[config.mk]
export PLATFORM = sky130hd
export DESIGN_NAME = multicycle_controller
export DESIGN_NICKNAME = d
export VERILOG_FILES = /design/src/rtl/multicycle_controller.sv
export SDC_FILE = /design/constraint.sdc
export NUM_CORES = 1
export LEC_CHECK = 0
export ABC_AREA = 1
export CAP_MARGIN = 30
export CORE_AREA = 2 2 125 91
export DETAILED_ROUTE_END_ITERATION = 7
export DIE_AREA = 0 0 127 93
export GPL_TIMING_DRIVEN = 0
export PLACE_DENSITY = 0.54
export SYNTH_ARGS = -nofsm -noshare
export SYNTH_HDL_FRONTEND = slang
export SYNTH_SLANG_ARGS = --single-unit
[constraint.sdc]
create_clock -name clk -period 3.32 [get_ports clk]
set_input_delay 0.83 -clock clk [delete_from_list [all_inputs] [get_ports clk]]
set_output_delay 0.83 -clock clk [all_outputs]
set_load 0.01 [all_outputs]
[src/rtl/multicycle_controller.sv]
// Multicycle control FSM for the RV32I datapath: sequences fetch/decode/execute/memory/writeback
// for lw, sw, R-type and beq, traps anything else, and counts retired instructions.
module multicycle_controller #(
  parameter int CNT_W = 32
) (
  input  logic             clk,
  input  logic             rst_n,
  input  logic [6:0]       opcode,
  input  logic             zero,
  input  logic             mem_ready,
  output logic             mem_req,
  output logic             mem_write,
  output logic             adr_src,
  output logic             ir_write,
  output logic             pc_en,
  output logic             reg_write,
  output logic [1:0]       alu_src_a,
  output logic [1:0]       alu_src_b,
  output logic [1:0]       result_src,
  output logic [1:0]       alu_op,
  output logic             illegal_instr,
  output logic [3:0]       state_dbg,
  output logic [CNT_W-1:0] retired
);

  localparam logic [3:0] FETCH    = 4'd0;
  localparam logic [3:0] DECODE   = 4'd1;
  localparam logic [3:0] MEMADR   = 4'd2;
  localparam logic [3:0] MEMREAD  = 4'd3;
  localparam logic [3:0] MEMWB    = 4'd4;
  localparam logic [3:0] MEMWRITE = 4'd5;
  localparam logic [3:0] EXECR    = 4'd6;
  localparam logic [3:0] ALUWB    = 4'd7;
  localparam logic [3:0] BEQ      = 4'd8;
  localparam logic [3:0] TRAP     = 4'd9;

  localparam logic [6:0] OP_LW  = 7'b0000011;
  localparam logic [6:0] OP_SW  = 7'b0100011;
  localparam logic [6:0] OP_R   = 7'b0110011;
  localparam logic [6:0] OP_BEQ = 7'b1100011;

  logic [3:0]       state_reg, state_next;
  logic [CNT_W-1:0] retired_reg;
  logic             trap_reg;
  logic             retire;
  logic             req_raw, write_raw, irw_raw, pc_write, branch, regw_raw;

  always_comb begin
    state_next = state_reg;
    case (state_reg)
      FETCH:    if (mem_ready) state_next = DECODE;
      DECODE: begin
        case (opcode)
          OP_LW, OP_SW: state_next = MEMADR;
          OP_R:         state_next = EXECR;
          OP_BEQ:       state_next = BEQ;
          default:      state_next = TRAP;
        endcase
      end
      MEMADR:   state_next = (opcode == OP_SW) ? MEMWRITE : MEMREAD;
      MEMREAD:  if (mem_ready) state_next = MEMWB;
      MEMWB:    state_next = FETCH;
      MEMWRITE: if (mem_ready) state_next = FETCH;
      EXECR:    state_next = ALUWB;
      ALUWB:    state_next = FETCH;
      BEQ:      state_next = FETCH;
      TRAP:     state_next = TRAP;
      default:  state_next = FETCH;
    endcase
  end

  // Only the final state of each instruction class can lead back to FETCH as a retirement.
  assign retire = (state_next == FETCH) &&
                  (state_reg == MEMWB || state_reg == MEMWRITE ||
                   state_reg == ALUWB || state_reg == BEQ);

  always_comb begin
    req_raw    = 1'b0;
    write_raw  = 1'b0;
    irw_raw    = 1'b0;
    pc_write   = 1'b0;
    branch     = 1'b0;
    regw_raw   = 1'b0;
    adr_src    = 1'b0;
    alu_src_a  = 2'b00;
    alu_src_b  = 2'b00;
    result_src = 2'b00;
    alu_op     = 2'b00;
    case (state_reg)
      FETCH: begin
        req_raw    = 1'b1;
        irw_raw    = mem_ready;
        pc_write   = mem_ready;
        alu_src_b  = 2'b10;
        result_src = 2'b10;
      end
      DECODE: begin
        alu_src_a = 2'b01;
        alu_src_b = 2'b01;
      end
      MEMADR: begin
        alu_src_a = 2'b10;
        alu_src_b = 2'b01;
      end
      MEMREAD: begin
        req_raw = 1'b1;
        adr_src = 1'b1;
      end
      MEMWB: begin
        result_src = 2'b01;
        regw_raw   = 1'b1;
      end
      MEMWRITE: begin
        req_raw   = 1'b1;
        write_raw = 1'b1;
        adr_src   = 1'b1;
      end
      EXECR: begin
        alu_src_a = 2'b10;
        alu_op    = 2'b10;
      end
      ALUWB: regw_raw = 1'b1;
      BEQ: begin
        alu_src_a = 2'b10;
        alu_op    = 2'b01;
        branch    = 1'b1;
      end
      default: ;
    endcase
  end

  // Side-effecting strobes are held off for as long as reset is asserted.
  assign mem_req   = rst_n & req_raw;
  assign mem_write = rst_n & write_raw;
  assign ir_write  = rst_n & irw_raw;
  assign pc_en     = rst_n & (pc_write | (branch & zero));
  assign reg_write = rst_n & regw_raw;

  always_ff @(posedge clk) begin
    if (!rst_n) begin
      state_reg   <= FETCH;
      retired_reg <= '0;
      trap_reg    <= 1'b0;
    end else begin
      state_reg <= state_next;
      if (retire) retired_reg <= retired_reg + 1'b1;
      if (state_next == TRAP) trap_reg <= 1'b1;
    end
  end

  assign state_dbg     = state_reg;
  assign retired       = retired_reg;
  assign illegal_instr = trap_reg;

endmodule

==> results of run 1 <==
-- layout make-up --
type                            instances  share of cell area
Multi-Input combinational cell        371               0.484
Sequential cell                        37               0.193
Timing Repair Buffer                   61               0.160
Inverter                               52              0.0508
Tap cell                              136              0.0443
Clock buffer                            7              0.0371
Buffer                                 14              0.0303
-- worst paths after layout --
path                    to  cells past startpoint  slack (ns)           from
max              mem_write                      5        0.15          rst_n
min          illegal_instr                      2        0.48  illegal_instr
max reg2reg    retired[16]                      9        1.33     retired[0]
min reg2reg  illegal_instr                      2        0.48  illegal_instr
-- through the flow --
step                hold slack, ns  utilization  setup TNS, ns  setup WS (ns)
CTS                          0.483        0.360              0         0.0259
global placement             0.463        0.346         -0.345         -0.146
finish                       0.479        0.361              0          0.150
global route                 0.519        0.361              0         0.0509
floorplan                    0.502            -              0           1.11
detailed placement           0.465        0.346         -0.223         -0.117
-- worst max-delay path: stages --
cell	delay (ns)
clkdlybuf4s50_1	0.55
inv_1	0.08
buf_2	0.21
nor2_1	0.13
clkdlybuf4s50_1	0.55
-- report_power, final --
part / internal, mW / total, mW / switching, mW
combinational: 0.0945 / 0.234 / 0.139
sequential: 0.449 / 0.459 / 0.00971
clock: 0.295 / 0.482 / 0.187
-- cell families after synthesis --
group | after synthesis
buffers and inverters | 66
and+or+nand+nor | 313
xor gates and xnor gates | 6
adders and majority gates | 1
AOI/OAI and AO/OA | 51
DFF | 37
-- layer usage --
metal,share of wire,global-route usage
met5,0,0
met4,0.012,0.0440
met3,0.059,0.0269
met2,0.39,0.216
met1,0.54,0.253
-- cell usage in the layout, fill, tap and decap left out, drive strengths merged --
master         instances
clkbuf                10
nand3                 47
a31oi                  1
o22ai                  1
nor3                   1
inv                   51
nand4                 14
dlymetal6s2s           2
clkdlybuf4s50         59
nor2                  76
ha                     1
nand2                175
dfxtp                 37
o21ai                 11
o31ai                  1
clkinv                 1
a21oi                 36
buf                   11
o211ai                 1
xnor2                  1
xor2                   5
-- what timing repair did --
| item | 4_1_cts | 5_1_grt |
|---|---|---|
| hold buffers | 0 | 0 |
| setup endpoints to repair | 4 | 2 |
| resized for setup | 3 | 3 |
==> results.json, run 1 <==
{
  "synthMostInstantiatedCell": "nand2_1",
  "placed_cell_area_um2": 3690,
  "grt_antenna_before_repair": 0,
  "grt_pass1_vias": 2833,
  "ys_top_cells_by_count": "154 x nand2_1, 64 x nor2_1, 45 x inv_1",
  "fill_cells": 1171,
  "synth_edf_count": 0,
  "finalHoldViolCount": 0,
  "synth_cells": 474,
  "cts_tree": "yes",
  "synthXorXnorAreaFrac": 0.0181,
  "fin_skew_ns": 0.00354,
  "synthArstFlopShare": 0,
  "yosys.area.top_type_share": 0.255,
  "rsz0062_at_grt": "false",
  "die-area_um2": 11800,
  "drt_iter0_markers": 171,
  "ir_worst_vdd_mv": 0.162,
  "h-tree-depth": 2,
  "slew_viol_final": 0,
  "netlist_area_um2": 2910,
  "design_area_um2": 3840,
  "place_congestion": 0.913,
  "nets": 554,
  "drive_above_1_share": 0.148,
  "yosys_warnings": 0,
  "start_util": 0.273,
  "largest_reg_flops": 32,
  "synth.distinct_cells": 32,
  "antenna_cells": 0,
  "drv_cap": 0,
  "hold_class": "flip-flop to flip-flop",
  "syn_nets": 486,
  "seq_area_um2": 741,
  "coreArea_um2": 10700,
  "synth_compound_area_frac": 0.105,
  "wl_um": 9030,
  "synth_top_flop_cell": "dfxtp_1",
  "setup_viol": 0,
  "place_inst": 671,
  "post-route-min-period_ns": 3.17,
  "fp.dieH_um": 93,
  "synth-seq-area-share": 0.255,
  "gr-total-overflow": 0,
  "setup.worst_path.class": "input pin to output pin",
  "fp.dieW_um": 127,
  "synth_area_leaders": "dfxtp_1 25%, nand2_1 20%, nor2_1 8.3%, nand3_1 6.0%, inv_1 5.8%",
  "cts_max_path_buffers": 2,
  "root_buffer": "clkbuf_16",
  "power.total_mw": 1.18,
  "io_buffers": 61,
  "cp-end-kind": "output pin",
  "powerDensity_nw_per_um2": 306,
  "drt-pass1-iter-count": 6,
  "routed-via-count": 3101,
  "grt_use_total": 0.160,
  "final_cells": 678,
  "syn_area_per_cell_um2": 6.13,
  "postRouteAntennaNets": 0,
  "rows": 32,
  "hpwl_um": 7250,
  "finalCritPeriodShare": 0.955,
  "multi_input_area_um2": 1860,
  "crit_path_start_kind": "input pin",
  "synth_fa_ha_area_frac": 0.00430,
  "ioPinCount": 62,
  "cp.required_ns": 2.49,
  "muxShareOfSynthArea": 0,
  "synth-simple-area-share": 0.513,
  "tightest_slew_ns": 0.658,
  "clk_latency_ns": 0.29,
  "leakage_nw": 1.33,
  "path_clk_slew_ns": 0.06,
  "grt_first_pass_wirelength_um": 14900,
  "via_per_inst": 4.57,
  "cts_sinks": 37,
  "cts_buffers": 5,
  "synth.largest_area_cell": "dfxtp_1",
  "status": "complete, no violations",
  "crit_arrival_ns": 2.34,
  "synth_seq_cells": 37,
  "clock.fmax_mhz": 315,
  "routedWlPerCell_um": 13.3,
  "slew_headroom": 0.561,
  "synth_top_family_by_area": "simple AND/OR/NAND/NOR gates",
  "post_cts_buffers": 0,
  "grt_max_degree": 11,
  "critPathMaxFanout": 10,
  "syn2layout_area_growth_pct": 32.1,
  "drcViolationCount": 0
}
Power figures use the tool's default switching activity.
==> inputs of run 2 (changes only) <==
--- a/config.mk
+++ b/config.mk
@@ -7,11 +7,11 @@
 export LEC_CHECK = 0
 export ABC_AREA = 1
 export CAP_MARGIN = 30
-export CORE_AREA = 2 2 125 91
+export CORE_AREA = 2 2 90 66
 export DETAILED_ROUTE_END_ITERATION = 7
-export DIE_AREA = 0 0 127 93
+export DIE_AREA = 0 0 92 68
 export GPL_TIMING_DRIVEN = 0
-export PLACE_DENSITY = 0.54
+export PLACE_DENSITY = 0.9
 export SYNTH_ARGS = -nofsm -noshare
 export SYNTH_HDL_FRONTEND = slang
 export SYNTH_SLANG_ARGS = --single-unit
==> constraint.sdc (replaced) <==
create_clock -name clk -period 3.9 [get_ports clk]
set_input_delay 0.975 -clock clk [delete_from_list [all_inputs] [get_ports clk]]
set_output_delay 0.975 -clock clk [all_outputs]
set_load 0.01 [all_outputs]
==> results.json, run 2 (same netlist as run 1, synthesis figures left out) <==
{
  "wl_um": 8690,
  "drt_iter0_markers": 285,
  "cts_hold_buf": 0,
  "setup.worst_path.class": "input pin to output pin",
  "finalCritPeriodShare": 0.956,
  "slew_viol_final": 0,
  "status": "complete, no violations",
  "multi_input_area_um2": 1860,
  "hpwl_um": 6790,
  "ir_worst_vdd_mv": 0.176,
  "start_util": 0.532,
  "finalHoldViolCount": 0,
  "nets": 554,
  "grt_use_total": 0.286,
  "drcViolationCount": 0,
  "power.total_mw": 0.854,
  "layout_commonest_cell": "nand2_1",
  "crit_path_start_kind": "input pin",
  "clock.fmax_mhz": 268,
  "fp.dieH_um": 68,
  "path_clk_slew_ns": 0.07,
  "critPathMaxFanout": 10,
  "largest_reg_flops": 32,
  "layout_common_cells": "154 x nand2_1, 64 x nor2_1, 61 x clkdlybuf4s50_1",
  "fin_tns_setup_ns": 0,
  "h-tree-depth": 2,
  "syn2layout_area_growth_pct": 27.0,
  "root_buffer": "clkbuf_8",
  "fp.dieW_um": 92,
  "drv_cap": 0,
  "grt_pass1_vias": 2957,
  "post-route-min-period_ns": 3.73,
  "leakage_nw": 1.26,
  "hold_class": "flip-flop to flip-flop",
  "via_per_inst": 5.39,
  "rsz0062_at_grt": "false",
  "cp-end-kind": "output pin",
  "drt-pass1-iter-count": 6,
  "grt_max_degree": 11,
  "seq_area_um2": 741,
  "fin_skew_ns": 0.00677,
  "io_buffers": 61,
  "postRouteAntennaNets": 0,
  "powerDensity_nw_per_um2": 231,
  "rows": 23,
  "ioPinCount": 62,
  "antenna_cells": 0,
  "cts_buffers": 5,
  "cts_sinks": 37,
  "routed-via-count": 3328,
  "place_congestion": 0.985,
  "drive_above_1_share": 0.142,
  "tightest_slew_ns": 0.665,
  "routedWlPerCell_um": 14.1,
  "cts_max_path_buffers": 2,
  "crit_arrival_ns": 2.75,
  "setup_viol": 0,
  "slew_headroom": 0.557,
  "cp.required_ns": 2.92,
  "cts_tree": "yes",
  "post_cts_buffers": 0,
  "grt_antenna_before_repair": 0,
  "gr-total-overflow": 0,
  "fill_cells": 495,
  "clk_latency_ns": 0.29,
  "ctsResizeCount": 0,
  "coreArea_um2": 5470,
  "die-area_um2": 6260,
  "grt_first_pass_wirelength_um": 14000
}
-- run 2: changes by cell type in the layout (fill, tap and decap cells not counted) --
cell and delta:
clkbuf_1 +4, clkdlybuf4s50_1 +2, clkbuf_16 -5, buf_2 -1, clkbuf_8 +4, dlymetal6s2s_1 -2, clkbuf_4 -1
-- run 2: layer usage --
layer  vias up  GRT usage  wire length, um
met5         -          0                0
met2       143      0.462             3900
met3        11     0.0738              775
li1       1641          -                -
met4         0     0.0765               63
met1      1533      0.384             3950
-- run 2: final timing paths --
check	from	endpoint	slack (ns)	cells after the start
max	rst_n	ir_write	0.17	5
min	illegal_instr	illegal_instr	0.50	2
min reg2reg	illegal_instr	illegal_instr	0.50	2
max reg2reg	retired[0]	retired[16]	1.91	9
-- run 2: worst max-delay path: stages --
cell,delay [ns]
clkdlybuf4s50_1,0.49
inv_1,0.13
clkbuf_1,0.53
nor2_1,0.11
clkdlybuf4s50_1,0.52
-- run 2: through the flow --
stage               setup slack [ns]  hold slack [ns]  utilization  cell area [um^2]  std cells
finish                         0.171            0.495        0.675              3690        618
CTS                            0.176            0.508        0.675              3690        618
detailed placement             0.170            0.484        0.661              3610        610
global route                  0.0956            0.531        0.675              3690        618
global placement               0.202            0.459        0.661              3610        610
floorplan                       1.40            0.502            -              2910        474
-- run 2: layout make-up --
class,instances,share of cell area
sequential,37,0.201
clock buffer,8,0.0217
buffer,14,0.0302
timing repair buffer,61,0.165
tap,75,0.0254
multi-input combinational,371,0.504
inverter,52,0.0529
-- run 2: power by group --
part           leakage [nW]  switching (mW)  total [mW]  internal, mW
Combinational         0.922           0.120       0.201        0.0801
Clock                0.0395           0.136       0.263         0.127
Sequential            0.298         0.00842       0.390         0.382
Total                  1.26           0.265       0.854         0.589
